[src/rtl/hline_arbiter_if.sv]
// hline_arbiter_if: bundles the requester-side span bus and the iterator-side
// line bus of the span arbiter. The master modport is the arbiter itself; the
// slave modport is its environment (requesters plus span iterator).
interface hline_arbiter_if #(
   parameter int CORDW = 10,
   parameter int NREQ  = 4
);
   localparam int IDXW = (NREQ > 1) ? $clog2(NREQ) : 1;

   // requester side
   logic [NREQ-1:0]       req;
   logic [NREQ*CORDW-1:0] req_x0;
   logic [NREQ*CORDW-1:0] req_x1;
   logic [NREQ*CORDW-1:0] req_y;
   logic [NREQ-1:0]       ack;
   logic [IDXW-1:0]       owner;
   logic                  busy;

   // iterator side
   logic                  line_start;
   logic [CORDW-1:0]      line_x0;
   logic [CORDW-1:0]      line_x1;
   logic [CORDW-1:0]      line_y;
   logic                  line_busy;
   logic                  line_done;

   modport master (
      input  req, req_x0, req_x1, req_y, line_busy, line_done,
      output ack, owner, busy, line_start, line_x0, line_x1, line_y
   );

   modport slave (
      output req, req_x0, req_x1, req_y, line_busy, line_done,
      input  ack, owner, busy, line_start, line_x0, line_x1, line_y
   );
endinterface

[src/rtl/hline_arbiter.sv]
// hline_arbiter: round-robin share of one span iterator among NREQ producers.
// Grant in IDLE, start pulse next cycle, ack one cycle after line_done (3 cycles min overhead).
// Optional macro HLINE_ARB_ORDER_EN: swap x0/x1 at grant so the iterator always counts up.
module hline_arbiter #(
   parameter int CORDW = 10,
   parameter int NREQ  = 4,
   parameter int IDXW  = $clog2(NREQ)
) (
   input  logic           clk,
   input  logic           rst,
   hline_arbiter_if.master bus
);
   localparam logic [1:0] S_IDLE  = 2'd0;
   localparam logic [1:0] S_ISSUE = 2'd1;
   localparam logic [1:0] S_WAIT  = 2'd2;
   localparam logic [1:0] S_ACK   = 2'd3;

   logic [1:0]       state;
   logic [IDXW-1:0]  rr;
   logic [IDXW-1:0]  sel;
   logic             found;
   logic [IDXW:0]    cand;
   logic [CORDW-1:0] sx0;
   logic [CORDW-1:0] sx1;
   logic [CORDW-1:0] sy;
   logic [CORDW-1:0] gx0;
   logic [CORDW-1:0] gx1;

   // line_busy only qualifies line_done on the iterator side; the arbiter
   // trusts the done pulse alone, so the signal is deliberately left unused.
   wire unused_line_busy = bus.line_busy;

   // Round-robin pick: first set req bit scanning rr, rr+1, ... modulo NREQ.
   always_comb begin
      found = 1'b0;
      sel   = '0;
      cand  = '0;
      for (int k = 0; k < NREQ; k++) begin
         cand = {1'b0, rr} + (IDXW+1)'(k);
         if (cand >= (IDXW+1)'(NREQ)) begin
            cand = cand - (IDXW+1)'(NREQ);
         end
         if (!found && bus.req[cand[IDXW-1:0]]) begin
            found = 1'b1;
            sel   = cand[IDXW-1:0];
         end
      end
   end

   assign sx0 = bus.req_x0[int'(sel)*CORDW +: CORDW];
   assign sx1 = bus.req_x1[int'(sel)*CORDW +: CORDW];
   assign sy  = bus.req_y [int'(sel)*CORDW +: CORDW];

   // Endpoints as handed to the iterator; optionally normalised to ascending.
   always_comb begin
      gx0 = sx0;
      gx1 = sx1;
`ifdef HLINE_ARB_ORDER_EN
      if (sx0 > sx1) begin
         gx0 = sx1;
         gx1 = sx0;
      end
`else
`endif
   end

   // Span FSM: grant, one-cycle start, wait for done, one-cycle ack.
   always_ff @(posedge clk or posedge rst) begin
      if (rst) begin
         state          <= S_IDLE;
         rr             <= '0;
         bus.ack        <= '0;
         bus.owner      <= '0;
         bus.busy       <= 1'b0;
         bus.line_start <= 1'b0;
         bus.line_x0    <= '0;
         bus.line_x1    <= '0;
         bus.line_y     <= '0;
      end else begin
         bus.line_start <= 1'b0;
         bus.ack        <= '0;
         case (state)
            S_IDLE: begin
               if (found) begin
                  bus.line_x0    <= gx0;
                  bus.line_x1    <= gx1;
                  bus.line_y     <= sy;
                  bus.owner      <= sel;
                  bus.busy       <= 1'b1;
                  bus.line_start <= 1'b1;
                  state          <= S_ISSUE;
               end
            end
            S_ISSUE: begin
               state <= S_WAIT;
            end
            S_WAIT: begin
               if (bus.line_done) begin
                  bus.ack  <= NREQ'(1) << bus.owner;
                  bus.busy <= 1'b0;
                  state    <= S_ACK;
               end
            end
            S_ACK: begin
               rr    <= (bus.owner == IDXW'(NREQ-1)) ? '0 : bus.owner + IDXW'(1);
               state <= S_IDLE;
            end
            default: begin
               state <= S_IDLE;
            end
         endcase
      end
   end
endmodule

[src/flat_wrapper.sv]
// flat-port wrapper written by rule: the top's interface ports become plain ports
module hline_arbiter_flat 
#(
   parameter int CORDW = 10,
   parameter int NREQ  = 4,
   parameter int IDXW  = $clog2(NREQ)
)
  (clk, rst, bus_req, bus_req_x0, bus_req_x1, bus_req_y, bus_line_busy, bus_line_done, bus_ack, bus_owner, bus_busy, bus_line_start, bus_line_x0, bus_line_x1, bus_line_y);
  hline_arbiter_if #(.CORDW(CORDW), .NREQ(NREQ)) bus_i ();
  input  logic clk;
  input  logic rst;
  input wire logic [$bits(bus_i.req)-1:0] bus_req;
  input wire logic [$bits(bus_i.req_x0)-1:0] bus_req_x0;
  input wire logic [$bits(bus_i.req_x1)-1:0] bus_req_x1;
  input wire logic [$bits(bus_i.req_y)-1:0] bus_req_y;
  input wire logic [$bits(bus_i.line_busy)-1:0] bus_line_busy;
  input wire logic [$bits(bus_i.line_done)-1:0] bus_line_done;
  output wire logic [$bits(bus_i.ack)-1:0] bus_ack;
  output wire logic [$bits(bus_i.owner)-1:0] bus_owner;
  output wire logic [$bits(bus_i.busy)-1:0] bus_busy;
  output wire logic [$bits(bus_i.line_start)-1:0] bus_line_start;
  output wire logic [$bits(bus_i.line_x0)-1:0] bus_line_x0;
  output wire logic [$bits(bus_i.line_x1)-1:0] bus_line_x1;
  output wire logic [$bits(bus_i.line_y)-1:0] bus_line_y;
  assign bus_i.req = bus_req;
  assign bus_i.req_x0 = bus_req_x0;
  assign bus_i.req_x1 = bus_req_x1;
  assign bus_i.req_y = bus_req_y;
  assign bus_i.line_busy = bus_line_busy;
  assign bus_i.line_done = bus_line_done;
  assign bus_ack = bus_i.ack;
  assign bus_owner = bus_i.owner;
  assign bus_busy = bus_i.busy;
  assign bus_line_start = bus_i.line_start;
  assign bus_line_x0 = bus_i.line_x0;
  assign bus_line_x1 = bus_i.line_x1;
  assign bus_line_y = bus_i.line_y;
  hline_arbiter #(.CORDW(CORDW), .NREQ(NREQ), .IDXW(IDXW)) u_core (.clk(clk), .rst(rst), .bus(bus_i));
endmodule
[config.mk]
export PLATFORM = sky130hd
export DESIGN_NAME = hline_arbiter_flat
export DESIGN_NICKNAME = d
export VERILOG_FILES = /design/src/rtl/hline_arbiter_if.sv /design/src/rtl/hline_arbiter.sv /design/src/flat_wrapper.sv
export SDC_FILE = /design/constraint.sdc
export NUM_CORES = 1
export LEC_CHECK = 0
export BUFFER_PORTS_ARGS = -buffer_cell sky130_fd_sc_hd__buf_2
export CAP_MARGIN = 25
export CORE_ASPECT_RATIO = 0.9
export CORE_MARGIN = 2
export CORE_UTILIZATION = 48
export CTS_BUF_LIST = sky130_fd_sc_hd__clkbuf_4
export CTS_CLUSTER_SIZE = 40
export DETAILED_ROUTE_END_ITERATION = 6
export PLACE_DENSITY_LB_ADDON = 0.15
export SYNTH_ARGS = -nofsm -noshare
export SYNTH_HDL_FRONTEND = slang
export SYNTH_SLANG_ARGS = --single-unit
[constraint.sdc]
create_clock -name clk -period 4.1 [get_ports clk]
set_input_delay 0.41 -clock clk [delete_from_list [all_inputs] [get_ports clk]]
set_output_delay 0.41 -clock clk [all_outputs]
set_load 0.005 [all_outputs]
# Word level (Yosys, flattened, before mapping)
# Cells that the tools add are included.
# word_totals
wordCells	78
regBits	42
input_bits	128
# op_classes
addsub	8
n_eq_ne	6
reduce_logical	11
magnitude_cmp	8
mux	31
multipliers	1
shifts	4
# op_table
operator	n
40-bit by 32-bit variable part select with 10-bit output	3
2-bit 2-to-1 mux	11
2-bit by 3-bit less-than comparator with 1-bit output (second input constant)	4
1-bit 2-to-1 mux	12
3-bit >= comparator (second input constant)	3
1-bit binary-select mux with 2-bit select	4
4-bit 2-to-1 mux	2
2-bit one-hot mux with 4 select lines	1
2-bit by 1-bit subtractor with 2-bit output (second input constant)	4
2-bit by 2-bit adder with 3-bit output (second input constant)	2
2-bit equality test (second input constant)	3
2-bit by 3-bit multiplier with 5-bit output (second input constant)	1
2-bit AND reduction	2
1-bit by 2-bit << shifter with 4-bit output (first input constant)	1
2-bit by 1-bit adder with 3-bit output (second input constant)	1
2-bit by 3-bit >= comparator with 1-bit output (second input constant)	1
1-bit logical AND	3
1-bit logical NOT	3
3-bit AND reduction	1
2-bit by 1-bit adder with 2-bit output (second input constant)	1
2-bit by 1-bit equality test with 1-bit output (second input constant)	1
2-bit logical NOT	1
2-bit by 1-bit inequality test with 1-bit output (second input constant)	1
2-bit inequality test (second input constant)	1
2 further kinds	2

# Logic depth before layout (Yosys ltp)
# depth
depth_word	16
depth_mapped	8
mapped_depth_nobuf	6

# Worst setup path after synthesis
# Ideal clock, no wire load.
# synth_path
path_kind	reg2reg
start	register u_core.state[0]
end	register u_core.bus.line_x0[0]
stages_incl_launch_ff	9
required_time_ps	4014
setup_ps	86
setup_slack_ps	2330
t_arrival_ps	1685
cell_sequence	dfrtp_1 inv_1 ha_1 nand2b_4 buf_6 or3_1 buf_6 buf_6 o221ai_2
# synth_via
elab_chain_cells	2
# synth_lines
element	line_no	text
start: declaration	hline_arbiter.sv:18	logic [1:0] state;
start signal: assignment	hline_arbiter.sv:70	state <= S_IDLE;
start signal: assignment	hline_arbiter.sv:91	state <= S_ISSUE;
start signal: assignment	hline_arbiter.sv:95	state <= S_WAIT;
2-bit logical NOT	hline_arbiter.sv:82	case (state)
2-bit AND reduction (no source line)	--	
end signal: assignment	hline_arbiter.sv:85	bus.line_x0 <= gx0;
end: declaration	hline_arbiter_if.sv:29	output ack, owner, busy, line_start, line_x0, line_x1, line_y
# Every way passes these cells.
# A chain may end at the register's enable or synchronous reset.

# Final worst setup path
# layout_path
start	register u_core.state[0]
end	register u_core.bus.line_x1[9]
# layout_via
elab_chain_cells	2
# layout_lines
element	line_no	text
2-bit logical NOT	hline_arbiter.sv:82	
2-bit AND reduction (no source line)	--	
end signal: assignment	hline_arbiter.sv:86	bus.line_x1 <= gx1;
end: declaration	hline_arbiter_if.sv:29	
# Every way passes these cells.

==> impl_metrics.yaml <==
critical_path:
  startpoint_type: "flip-flop"
  critPathRequiredTime_ns: 4.36
  worstPathArrival_ns: 2.71
  timing.rr.start: "u_core.state[0]"
  crit_type: "reg2reg"
  crit_fanout: 34
  end_kind: "flip-flop"
  r2r_end: "u_core.bus.line_x1[9]"
  reg2reg_depth: 5
  rrSetupSlack_ns: 1.65
grt:
  grt_pass1_vias: 2192
  grt_pass1_wl_um: 10400
  grt_max_degree: 43
  grt_overflow: 0
  antenna_found_initial: 0
  grt_use_total_pct: 20.7
route:
  drt-pass1-iter-count: 4
  post-route-drc-count: 0
  wirelength_um: 6680
  drt_iter0_drc: 128
  via_per_inst: 5.15
  wl_per_cell_um: 14.5
  vias: 2369
  ant_nets: 0
sta:
  timing.setup.tns_ns: 0
  rsz0062_at_grt: "false"
  fin_crit_ns: 2.45
  worst_slack_ns: 1.65
  worst_pin_slew_ns: 0.929
  finalClockSkew_ns: 0.00707
  max_freq_mhz: 408
  timing.final.crit_share_pct: 59.8
  finalHoldViolCount: 0
  setup_viol: 0
  slew_violations: 0
  slew_headroom_pct: 38.1
logic_synthesis:
  syn-num-nets: 369
  synth_top_area_share_pct: 38.5
  syn_area_sq_um: 2730
  synthMuxAreaShare_pct: 22.8
  synthAdderAreaFrac_pct: 3.67
  synth-compound-area-share_pct: 19.9
  yosysSeqAreaShare_pct: 38.5
  ys_ff_latch: 42
  synthDistinctLibCells: 30
  synth_top_family_by_area: "multiplexers"
  synth_cells: 233
  yosysTopAreaCell: "dfrtp_1"
  yosys-top-cells-area: "dfrtp_1, mux2i_1, o221ai_2"
  yosysWarnings: 0
  synthSimpleGateAreaFrac_pct: 8.49
  avgSynthCellArea_sq_um: 11.7
  yosys.area_share.xor_xnor_pct: 0
finish:
  drive_gt1_share_pct: 54.1
  layout_common_cells: "buf_2, mux2i_1, dfrtp_1"
  layout_commonest_cell: "buf_2"
  fillers: 476
  nNetsFinal: 525
  synthToLayoutAreaGrowth_pct: 32.7
  insertedDiodeCount: 0
  fin_cells: 460
power_and_ir_drop:
  total_power_mw: 2.27
  ir_worst_vdd_uv: 398
  power_density_nw_per_um2: 627
  leakage_nw: 2.00
clock_tree:
  ctsHoldBuffers: 0
  ctsHtreeMaxLevel: 2
  clkLatencyLatePin_ns: 0.35
  clkTransAtPathRegs_ns: 0.12
  cts.path.max_buffers: 2
  post_cts_buffers: 0
  cts_resized: 0
  cts_root_buf: "clkbuf_4"
  cts_tree: "yes"
  cts_buffers: 5
  cts_sinks: 42
min_path:
  hold_path.class: "in2async"
floorplanning:
  initial_core_util_pct: 48.7
  dieHeight_um: 75.5
  die-area_sq_um: 6300
  ioPinCount: 166
  core_area_sq_um: 5600
  num_rows: 26
  dieWidth_um: 83.4
place:
  place_inst: 452
  portBuffers: 164
  dp_hpwl_um: 5090
  place_congestion: 0.744
  dp_worst_setup_slack_ns: 1.36
run:
  drv_cap: 0
status:
  outcome: "completed"
-- layout make-up --
| cell class | instances | area [sq um] | share of cell area, % |
|---|---|---|---|
| multi-input cells | 165 | 1520 | 42.1 |
| flip-flops and latches | 42 | 1050 | 29.1 |
| repair buffers | 167 | 843 | 23.3 |
| well taps | 70 | 87.6 | 2.42 |
| clock buffers | 7 | 52.6 | 1.45 |
| clock inverters | 1 | 30.0 | 0.830 |
| inverters | 8 | 30.0 | 0.830 |
-- synthesized netlist by cell type --
master and count:
mux2i_1 61, dfrtp_1 42, nand2_1 37, o221ai_2 29, ha_1 8, inv_1 8, buf_4 7, buf_6 7
and3_1 4, a21oi_1 3, o21ai_0 3, buf_2 2, clkbuf_1 2, nor2_1 2, nor2b_1 2, o221ai_1 2
a211oi_1 1, a21boi_0 1, a221oi_1 1, a22o_1 1, mux2_2 1, nand2b_1 1, nand2b_4 1, nor4_2 1
o21ai_1 1, o21ai_2 1, o22ai_1 1, o31ai_1 1, or3_1 1, or3b_1 1
-- power by group --
part | internal (mW) | leakage, nW | switching, mW | total, mW
sequential | 0.609 | 0.521 | 0.113 | 0.721
clock | 0.143 | 0.0463 | 0.133 | 0.276
combinational | 0.596 | 1.43 | 0.675 | 1.27
-- metal layers --
metal | track usage (%) | part of all wire, % | up-vias
met5 | 0 | 0 | -
met4 | 5.38 | 0.60 | 0
met3 | 5.85 | 8.3 | 6
met2 | 34.9 | 47 | 102
met1 | 27.0 | 44 | 1080
li1 | - | - | 1181
-- stage by stage --
| stage | hold WS [ns] | utilization, % | cell area (sq um) |
|---|---|---|---|
| final | 0.234 | 64.6 | 3620 |
| after global routing | 0.294 | 64.6 | 3620 |
| after global placement | 0.466 | 63.2 | 3530 |
| after CTS | 0.258 | 64.6 | 3620 |
| after floorplan | 0.476 | - | 2730 |
| after detailed placement | 0.468 | 63.2 | 3530 |
-- logic make-up (layout without fill, tap and decap cells) --
family | count (synthesis) | in the layout
DFF | 42 | 42
muxes | 62 | 62
adders and majority gates | 8 | 8
buffers and inverters | 26 | 183
and+or+nand+nor | 50 | 50
AOI/OAI and AO/OA | 45 | 45
-- sequential cells by signal, indices dropped and copies added (netlist names) --
register,count
u_core.rr,2
u_core.bus.owner,2
u_core.bus.line_start,1
u_core.bus.line_y,10
u_core.bus.ack,4
u_core.bus.line_x0,10
u_core.bus.busy,1
u_core.state,2
u_core.bus.line_x1,10
-- how the worst max path moves through the flow --
stage                               start                    end  slack (ns)  depth (start not counted)
final                     u_core.state[0]  u_core.bus.line_x1[9]        1.65                          5
after global routing      u_core.state[0]   u_core.bus.line_y[4]        1.50                          5
after CTS                 u_core.state[0]  u_core.bus.line_x1[9]        1.62                          5
after detailed placement       bus_req[2]  u_core.bus.line_x1[9]        1.36                          5
after global placement         bus_req[2]  u_core.bus.line_x1[9]        1.36                          5
after floorplan           u_core.state[0]  u_core.bus.line_x0[0]        2.33                          8
-- worst max-delay path, stage by stage, from the launching register on --
cell,delay [ns]
dfrtp_1,0.41
inv_1,0.11
ha_1,0.27
nand2b_4,0.26
or3_2,0.96
o221ai_1,0.32
No activity file was read; power rests on OpenSTA's default activity.
